--- config.mk ---
export PLATFORM = sky130hd
export DESIGN_NAME = slave_port_flat
export DESIGN_NICKNAME = d
export VERILOG_FILES = /design/src/rtl/slave_port_pkg.sv /design/src/rtl/slave_port_if.sv /design/src/rtl/serial_shift_out.sv /design/src/rtl/slave_port.sv /design/src/flat_wrapper.sv
export SDC_FILE = /design/constraint.sdc
export NUM_CORES = 1
export LEC_CHECK = 0
export CORE_ASPECT_RATIO = 0.9
export CORE_MARGIN = 5
export CORE_UTILIZATION = 40
export CTS_CLUSTER_SIZE = 10
export DETAILED_ROUTE_END_ITERATION = 12
export GPL_TIMING_DRIVEN = 1
export PLACE_DENSITY = 0.71
export SLEW_MARGIN = 25
export SYNTH_ARGS = -nofsm -noshare
export SYNTH_HDL_FRONTEND = slang
export SYNTH_SLANG_ARGS = --single-unit
export TNS_END_PERCENT = 50
--- constraint.sdc ---
create_clock -name clk -period 2.1 [get_ports clk]
set_input_delay 0.42 -clock clk [delete_from_list [all_inputs] [get_ports clk]]
set_output_delay 0.42 -clock clk [all_outputs]
set_load 0.05 [all_outputs]
--- src/rtl/slave_port_pkg.sv ---
// Shared types and constants for the bit-serial slave port.
// SLAVE_PORT_SPLIT_EN adds the SPLIT state used by split-capable builds.
package slave_port_pkg;

  localparam int DEF_ADDR_WIDTH = 12;
  localparam int DEF_DATA_WIDTH = 8;

  typedef enum logic [2:0] {
    IDLE  = 3'd0,
    ADDR  = 3'd1,
    WDATA = 3'd2,
    MEMW  = 3'd3,
    MEMR  = 3'd4,
`ifdef SLAVE_PORT_SPLIT_EN
    SPLIT = 3'd6,
`endif
    RDATA = 3'd5
  } state_t;

  function automatic int cnt_width(input int addr_w, input int data_w);
    int widest;
    widest = (addr_w > data_w) ? addr_w : data_w;
    return $clog2(widest + 1);
  endfunction

endpackage

--- src/rtl/slave_port_if.sv ---
// Serial bus lane between the bus fabric/master and a slave port.
interface slave_port_if;
  logic swdata;
  logic smode;
  logic mvalid;
  logic srdata;
  logic svalid;
  logic sready;
  logic ssplit;
  logic split_grant;

  modport master (
    output swdata, smode, mvalid, split_grant,
    input  srdata, svalid, sready, ssplit
  );

  modport slave (
    input  swdata, smode, mvalid, split_grant,
    output srdata, svalid, sready, ssplit
  );
endinterface

--- src/rtl/serial_shift_out.sv ---
// Parallel-load LSB-first serialiser; svalid stays high for exactly DATA_WIDTH cycles after a load.
module serial_shift_out #(
  parameter int DATA_WIDTH = 8
) (
  input  logic                  clk,
  input  logic                  rstn,
  input  logic                  load,
  input  logic [DATA_WIDTH-1:0] data,
  output logic                  srdata,
  output logic                  svalid
);

  localparam int RW = $clog2(DATA_WIDTH + 1);

  logic [DATA_WIDTH-1:0] shreg;
  logic [RW-1:0]         remaining;

  always_ff @(posedge clk or negedge rstn) begin
    if (!rstn) begin
      shreg     <= '0;
      remaining <= '0;
    end else if (load) begin
      shreg     <= data;
      remaining <= RW'(DATA_WIDTH);
    end else if (remaining != '0) begin
      shreg     <= shreg >> 1;
      remaining <= remaining - RW'(1);
    end
  end

  assign srdata = shreg[0];
  assign svalid = (remaining != '0);

endmodule

--- src/rtl/slave_port.sv ---
// Bit-serial bus responder: deserialises address/mode/write data, drives a memory port, serialises read data.
// Define SLAVE_PORT_SPLIT_EN to release the bus (ssplit) when memory is slower than SPLIT_WAIT cycles.
module slave_port
  import slave_port_pkg::*;
#(
  parameter int ADDR_WIDTH = DEF_ADDR_WIDTH,
  parameter int DATA_WIDTH = DEF_DATA_WIDTH,
  parameter int SPLIT_WAIT = 4
) (
  input  logic                  clk,
  input  logic                  rstn,
  slave_port_if.slave           bus,
  output logic [ADDR_WIDTH-1:0] mem_addr,
  output logic [DATA_WIDTH-1:0] mem_wdata,
  output logic                  mem_wen,
  output logic                  mem_ren,
  input  logic [DATA_WIDTH-1:0] mem_rdata,
  input  logic                  mem_rvalid
);

  localparam int CW = cnt_width(ADDR_WIDTH, DATA_WIDTH);

  state_t                state, state_next;
  logic [CW-1:0]         cnt, cnt_next;
  logic                  cnt_inc;
  logic                  mode;
  logic [ADDR_WIDTH-1:0] addr_next;
  logic [DATA_WIDTH-1:0] wdata_next;
  logic [DATA_WIDTH-1:0] load_data;
  logic                  load;

`ifdef SLAVE_PORT_SPLIT_EN
  logic                  have_data;
  logic                  granted;
  logic                  ssplit_q;
  logic [DATA_WIDTH-1:0] rdata_q;
`else
  logic                  unused_split;
  assign unused_split = bus.split_grant ^ (SPLIT_WAIT == 0);
`endif

  // Address bit 0 is taken in IDLE, so in ADDR the counter trails the bit index by one.
  always_comb begin
    state_next = state;
    addr_next  = mem_addr;
    wdata_next = mem_wdata;
    cnt_inc    = 1'b0;
    unique case (state)
      IDLE: begin
        if (bus.mvalid) begin
          addr_next[0] = bus.swdata;
          if (ADDR_WIDTH == 1) state_next = bus.smode ? WDATA : MEMR;
          else                 state_next = ADDR;
        end
      end
      ADDR: begin
        if (bus.mvalid) begin
          for (int i = 0; i < ADDR_WIDTH; i++)
            if (i == int'(cnt) + 1) addr_next[i] = bus.swdata;
          cnt_inc = 1'b1;
          if (int'(cnt) == ADDR_WIDTH - 2) state_next = mode ? WDATA : MEMR;
        end
      end
      WDATA: begin
        if (bus.mvalid) begin
          for (int i = 0; i < DATA_WIDTH; i++)
            if (i == int'(cnt)) wdata_next[i] = bus.swdata;
          cnt_inc = 1'b1;
          if (int'(cnt) == DATA_WIDTH - 1) state_next = MEMW;
        end
      end
      MEMW: state_next = IDLE;
      MEMR: begin
        if (mem_rvalid) state_next = RDATA;
`ifdef SLAVE_PORT_SPLIT_EN
        else begin
          cnt_inc = 1'b1;
          if (int'(cnt) == SPLIT_WAIT - 1) state_next = SPLIT;
        end
`endif
      end
`ifdef SLAVE_PORT_SPLIT_EN
      SPLIT: begin
        if ((have_data || mem_rvalid) && (granted || bus.split_grant)) state_next = RDATA;
      end
`endif
      RDATA: begin
        cnt_inc = 1'b1;
        if (int'(cnt) == DATA_WIDTH - 1) state_next = IDLE;
      end
      default: state_next = IDLE;
    endcase
    cnt_next = (state_next != state) ? '0 : cnt + CW'(cnt_inc);
  end

  always_ff @(posedge clk or negedge rstn) begin
    if (!rstn) begin
      state     <= IDLE;
      cnt       <= '0;
      mode      <= 1'b0;
      mem_addr  <= '0;
      mem_wdata <= '0;
    end else begin
      state     <= state_next;
      cnt       <= cnt_next;
      mem_addr  <= addr_next;
      mem_wdata <= wdata_next;
      if (state == IDLE && bus.mvalid) mode <= bus.smode;
    end
  end

`ifdef SLAVE_PORT_SPLIT_EN
  // Data and grant may arrive in either order while split; both are remembered until RDATA.
  always_ff @(posedge clk or negedge rstn) begin
    if (!rstn) begin
      have_data <= 1'b0;
      granted   <= 1'b0;
      ssplit_q  <= 1'b0;
      rdata_q   <= '0;
    end else begin
      ssplit_q <= (state == MEMR) && (state_next == SPLIT);
      if (state == SPLIT) begin
        if (mem_rvalid && !have_data) begin
          have_data <= 1'b1;
          rdata_q   <= mem_rdata;
        end
        if (bus.split_grant) granted <= 1'b1;
      end else begin
        have_data <= 1'b0;
        granted   <= 1'b0;
      end
    end
  end

  assign load_data  = have_data ? rdata_q : mem_rdata;
  assign mem_ren    = (state == MEMR) || (state == SPLIT && !have_data);
  assign bus.ssplit = ssplit_q;
`else
  assign load_data  = mem_rdata;
  assign mem_ren    = (state == MEMR);
  assign bus.ssplit = 1'b0;
`endif

  assign load       = (state_next == RDATA) && (state != RDATA);
  assign mem_wen    = (state == MEMW);
  assign bus.sready = (state == IDLE);

  serial_shift_out #(
    .DATA_WIDTH(DATA_WIDTH)
  ) u_shift_out (
    .clk    (clk),
    .rstn   (rstn),
    .load   (load),
    .data   (load_data),
    .srdata (bus.srdata),
    .svalid (bus.svalid)
  );

endmodule

--- src/flat_wrapper.sv ---
// flat-port wrapper written by rule: the top's interface ports become plain ports
module slave_port_flat import slave_port_pkg::*;
#(
  parameter int ADDR_WIDTH = DEF_ADDR_WIDTH,
  parameter int DATA_WIDTH = DEF_DATA_WIDTH,
  parameter int SPLIT_WAIT = 4
)
  (clk, rstn, mem_addr, mem_wdata, mem_wen, mem_ren, mem_rdata, mem_rvalid, bus_swdata, bus_smode, bus_mvalid, bus_split_grant, bus_srdata, bus_svalid, bus_sready, bus_ssplit);
  slave_port_if bus_i ();
  input  logic clk;
  input  logic rstn;
  output logic [ADDR_WIDTH-1:0] mem_addr;
  output logic [DATA_WIDTH-1:0] mem_wdata;
  output logic mem_wen;
  output logic mem_ren;
  input  logic [DATA_WIDTH-1:0] mem_rdata;
  input  logic mem_rvalid;
  input wire logic [$bits(bus_i.swdata)-1:0] bus_swdata;
  input wire logic [$bits(bus_i.smode)-1:0] bus_smode;
  input wire logic [$bits(bus_i.mvalid)-1:0] bus_mvalid;
  input wire logic [$bits(bus_i.split_grant)-1:0] bus_split_grant;
  output wire logic [$bits(bus_i.srdata)-1:0] bus_srdata;
  output wire logic [$bits(bus_i.svalid)-1:0] bus_svalid;
  output wire logic [$bits(bus_i.sready)-1:0] bus_sready;
  output wire logic [$bits(bus_i.ssplit)-1:0] bus_ssplit;
  assign bus_i.swdata = bus_swdata;
  assign bus_i.smode = bus_smode;
  assign bus_i.mvalid = bus_mvalid;
  assign bus_i.split_grant = bus_split_grant;
  assign bus_srdata = bus_i.srdata;
  assign bus_svalid = bus_i.svalid;
  assign bus_sready = bus_i.sready;
  assign bus_ssplit = bus_i.ssplit;
  slave_port #(.ADDR_WIDTH(ADDR_WIDTH), .DATA_WIDTH(DATA_WIDTH), .SPLIT_WAIT(SPLIT_WAIT)) u_core (.clk(clk), .rstn(rstn), .bus(bus_i), .mem_addr(mem_addr), .mem_wdata(mem_wdata), .mem_wen(mem_wen), .mem_ren(mem_ren), .mem_rdata(mem_rdata), .mem_rvalid(mem_rvalid));
endmodule
# Word level (Yosys, flattened, before mapping)
# Cells that the tools add are included.
# totals
register_bits	40
in_bits	15
out_inout_bits	26
wordCells	108
# op_classes
add_sub_neg	3
n_eq_ne	31
mux	20
n_reduce_logical	29
# op_table
cell	n
$eq A4 B32 Y1 const A	4
$eq A5 B32 Y1 const A	4
$eq A3 B32 Y1 const A	2
$reduce_and A3 Y1	19
$eq A2 B32 Y1 const A	1
$logic_not A32 Y1	1
$mux W3	8
$eq A4 B4 Y1 const A	4
$mux W8	2
$pmux W3 S5	1
$mux W4	3
$eq A3 B3 Y1 const B	3
$eq A3 B4 Y1 const A	2
$eq A4 B4 Y1 const B	2
$eq A3 B2 Y1 const B	2
$add A4 B1 Y5 const B	1
$add A4 B1 Y4	1
$eq A2 B4 Y1 const A	1
$logic_not A4 Y1	1
$mux W1	4
$ne A2 B2 Y1 const B	2
$pmux W1 S2	2
$reduce_and A4 Y1	1
$reduce_bool A2 Y1	2
other kinds (9)	10

# Depth between registers and ports, before layout
# logic_depth
word_depth	7
mapped_depth	7
ltp_nobuf	6

# By module
# Synthesis repeated with hierarchy kept, for this count alone.
# unflattened
hier_cells	191
area_unflattened_um2	2039.5
# by_module_without_submodules
module	n_inst	cells_each	area_each_um2
slave_port	1	131	1466.4
serial_shift_out	1	60	573.0

# Least setup slack after synthesis
# No wires, ideal clock.
# synth_path
kind	register to output
from	reg u_core.state[0]
to	out mem_ren
arrival_time_ps	1715
required_time_ps	1680
path_slack_ps	-35
path_stages_with_launch	3
path_buffers	1
cell_sequence	dfrtp_1 -> buf_2 -> nor3b_1
# synth_between
elab_chain_len	1
# synth_lines
item	line_no	source
start, declared	slave_port.sv:23	state_t state, state_next;
start signal, assigned	slave_port.sv:104	state <= state_next;
$eq A3 B3 Y1	slave_port.sv:140	assign mem_ren = (state == MEMR);
end, declared	flat_wrapper.sv:15	output logic mem_ren;
# No other way between the ends.

# Worst setup path after layout
# layout_path
from	reg u_core.mem_addr[4]
to	out mem_addr[4]
# layout_rtl
item	line_no	source
start, declared	slave_port.sv:13	output logic [ADDR_WIDTH-1:0] mem_addr,
start signal, assigned	slave_port.sv:106	mem_addr <= addr_next;
end, declared	flat_wrapper.sv:12	output logic [ADDR_WIDTH-1:0] mem_addr;
# No word-level cell between the ends.

==> results.toml <==
[outcome]
outcome = "finished clean"

[setup_path]
critical_path.slowest_cell = "clkdlybuf4s50_1"
crit_path_max_fanout = 2
critPathLaunch = "u_core.mem_addr[4]"
reg2reg_slack_ns = 0.36
worstPathRequired_ns = 1.68
cp.arrival_ns = 1.47
crit_buf_inv = 1
slowest_delay_ns = 0.81
r2r-start = "u_core.state[1]"
cp-start-kind = "flip-flop"
cp_top_family = "buffers and inverters"
cp-end-kind = "primary output"
crit_chain = "clkdlybuf4s50_1"
path_class = "flip-flop to primary output"

[routing]
wl_per_cell_um = 13.4
drc = 0
drt_wl_total_mm = 3.87
dr_total_vias = 1403
drt-pass1-iter-count = 4
first_iter_violations = 67
vias_per_cell = 4.87
antenna_left = 0

[global_route]
grt_pass1_wl_mm = 7.04
antenna_found_initial = 0
grt_overflow = 0
grt_pass1_vias = 1490
track_usage_pct = 13.2
grt_max_degree = 22

[synthesis]
synth.cell_area_sq_um = 1950
yosys_warnings = 0
syn_inst = 182
ys_seq_elements = 40
synth.distinct_cells = 34
synth.largest_area_cell = "dfrtp_1"
yosysSeqAreaShare_pct = 51.2
synth.area.top_cells = "dfrtp_1 51%, mux2_1 9.8%, nand2_1 5.6%"
syn_nets = 201
avgSynthCellArea_sq_um = 10.7
ys.flop_type = "dfrtp_1"
ys_async_sr_fraction_pct = 100
yosysTopAreaCellShare_pct = 51.2
synth_edf_count = 0

[final_layout]
multiInputGateArea_sq_um = 896
layoutNonFillerInstCount = 288
insertedDiodeCount = 0
drive_gt1_share_pct = 13.0
regArea_sq_um = 1000
area_delta_synth_final_pct = 30.9
fin_nets = 241
nFillCells = 421

[floorplanning]
core_sq_um = 4770
die-height_um = 76.3
io_pins = 41
die_w_um = 83.7
die_area_sq_um = 6380
initial_core_util_pct = 40.9
rows = 24

[timing]
max_freq_ghz = 0.529
timing.slew.headroom_pct = 62.0
rsz0062_at_grt = "false"
period_minus_slack_ns = 1.89
worstMarginPinSlew_ns = 0.569
tns_ns = 0
min_period_over_period_pct = 90.0
skew_ns = 0.00843
final-hold-violation-count = 0
setup_viol = 0
final_max_slew_viol_count = 0
hold_slack_ns = 0.0859

[job]
maxCapViolations = 0

[power_and_ir_drop]
switching_share_pct = 41.7
comb_power_share_pct = 46.3
ir_drop_mv = 1.04
p_switching_mw = 1.41
p_leak_nw = 1.10
internal_power_mw = 1.97
powerDensity_nw_per_um2 = 1320
clkPwrFrac_pct = 18.0
power_frac_seq_pct = 35.7

[clocking]
cts_hold_buf = 0
cts_root_buffer = "clkbuf_8"
clk_pin_slew_ns = 0.08
cts_sinks = 40
cts_setup_buffers = 0
clk_latency_ns = 0.29
cts_tree = "yes"
cts-resized-gates = 0
h-tree-depth = 2
numCtsBuffers = 5
cts.path.max_buffers = 2

[place]
place_congestion = 0.863
placed_cells_incl_taps = 280
portBuffers = 38
hpwl_mm = 2.82

[hold_path]
hold_path_class = "input port to asynchronous set/reset pin"
==> sequential cells by signal, indices dropped and copies added, names as in the netlist <==
signal                        cells
u_core.state                      3
u_core.cnt                        4
u_core.u_shift_out.shreg          8
u_core.mode                       1
u_core.u_shift_out.remaining      4
u_core.mem_addr                  12
u_core.mem_wdata                  8
==> area by class of cell <==
| type | count | area share, % |
|---|---|---|
| sequential | 40 | 39.1 |
| multi-input combinational | 128 | 35.0 |
| timing repair buffer | 43 | 17.7 |
| tap | 65 | 3.18 |
| clock buffer | 5 | 2.69 |
| clock inverter | 3 | 1.66 |
| inverter | 4 | 0.587 |
==> worst reg2reg max path: stages, from the launching register on <==
cell,delay [ns]
dfrtp_1,0.59
nand4bb_1,0.28
nor3_2,0.31
nand3_1,0.13
mux2_1,0.32
==> synthesized netlist by cell type, drive strengths merged, types with 3 or more instances <==
cell,number
dfrtp,40
mux2i,7
nand2b,4
o21ai,11
xnor2,3
nand3,4
nor3,10
mux2,21
inv,4
nand2,29
clkbuf,3
nor2,12
a21oi,4
ha,4
buf,7
==> final timing paths <==
path	to	cells after the start
worst max-delay path	mem_addr[4]	1
worst max register to register	u_core.mem_wdata[3]	4
min in group clk	u_core.mem_addr[9]	1
worst min register to register	u_core.mem_addr[9]	1
max in group asynchronous	u_core.cnt[3]	2
worst min-delay path	u_core.mem_addr[10]	1
==> layout by cell type, fill, tap and decap left out, drive strengths merged, types with 2 or more instances in the layout <==
| master | n |
|---|---|
| dfrtp | 40 |
| clkdlybuf4s50 | 33 |
| nand2 | 29 |
| mux2 | 21 |
| nor2 | 12 |
| o21ai | 11 |
| nor3 | 10 |
| buf | 10 |
| mux2i | 7 |
| clkbuf | 5 |
| a21oi | 4 |
| nand3 | 4 |
| inv | 4 |
| ha | 4 |
| nand2b | 4 |
| xnor2 | 3 |
| nor3b | 2 |
| nor2b | 2 |
| or3 | 2 |
| a21boi | 2 |
| nand4bb | 2 |
==> logic make-up (layout without fill, tap and decap cells) <==
| family | count (synthesis) | count (layout) | share of synthesized area (%) |
|---|---|---|---|
| mux | 28 | 28 | 15.7 |
| fa+ha+maj | 4 | 4 | 2.56 |
| buf+inv | 14 | 55 | 3.39 |
| xor+xnor | 4 | 4 | 1.79 |
| flops | 40 | 40 | 51.2 |
| other cells | 1 | 1 | 0.192 |
| compound gates | 22 | 22 | 6.92 |
| simple gates | 69 | 69 | 18.2 |
==> power by group through the flow <==
stage	clock [mW]	sequential, mW	combinational, mW
final	0.611	1.21	1.57
after CTS	0.634	1.21	1.58
after global routing	0.670	1.26	1.70
after floorplan	0	1.54	0.757
after global placement	0	1.22	1.56
after detailed placement	0	1.22	1.58
==> stage by stage <==
stage / total power [mW] / util (%) / setup WS (ns) / cell area [sq um]
global placement: 2.77 / 51.2 / 0.0706 / 2450
finish: 3.39 / 53.6 / 0.210 / 2560
floorplan: 2.29 / - / 0.0289 / 1960
global route: 3.62 / 53.6 / 0.114 / 2560
CTS: 3.43 / 53.6 / 0.185 / 2560
detailed placement: 2.80 / 51.2 / 0.0118 / 2450
==> layer usage <==
layer | GRT usage, % | routed length, um | up-vias
met1 | 17.7 | 1850 | 660
met4 | 3.05 | 43 | 0
li1 | - | - | 707
met3 | 4.65 | 207 | 4
met2 | 20.6 | 1770 | 32
met5 | 0 | 0 | -
(Power assumes the default switching activity.)
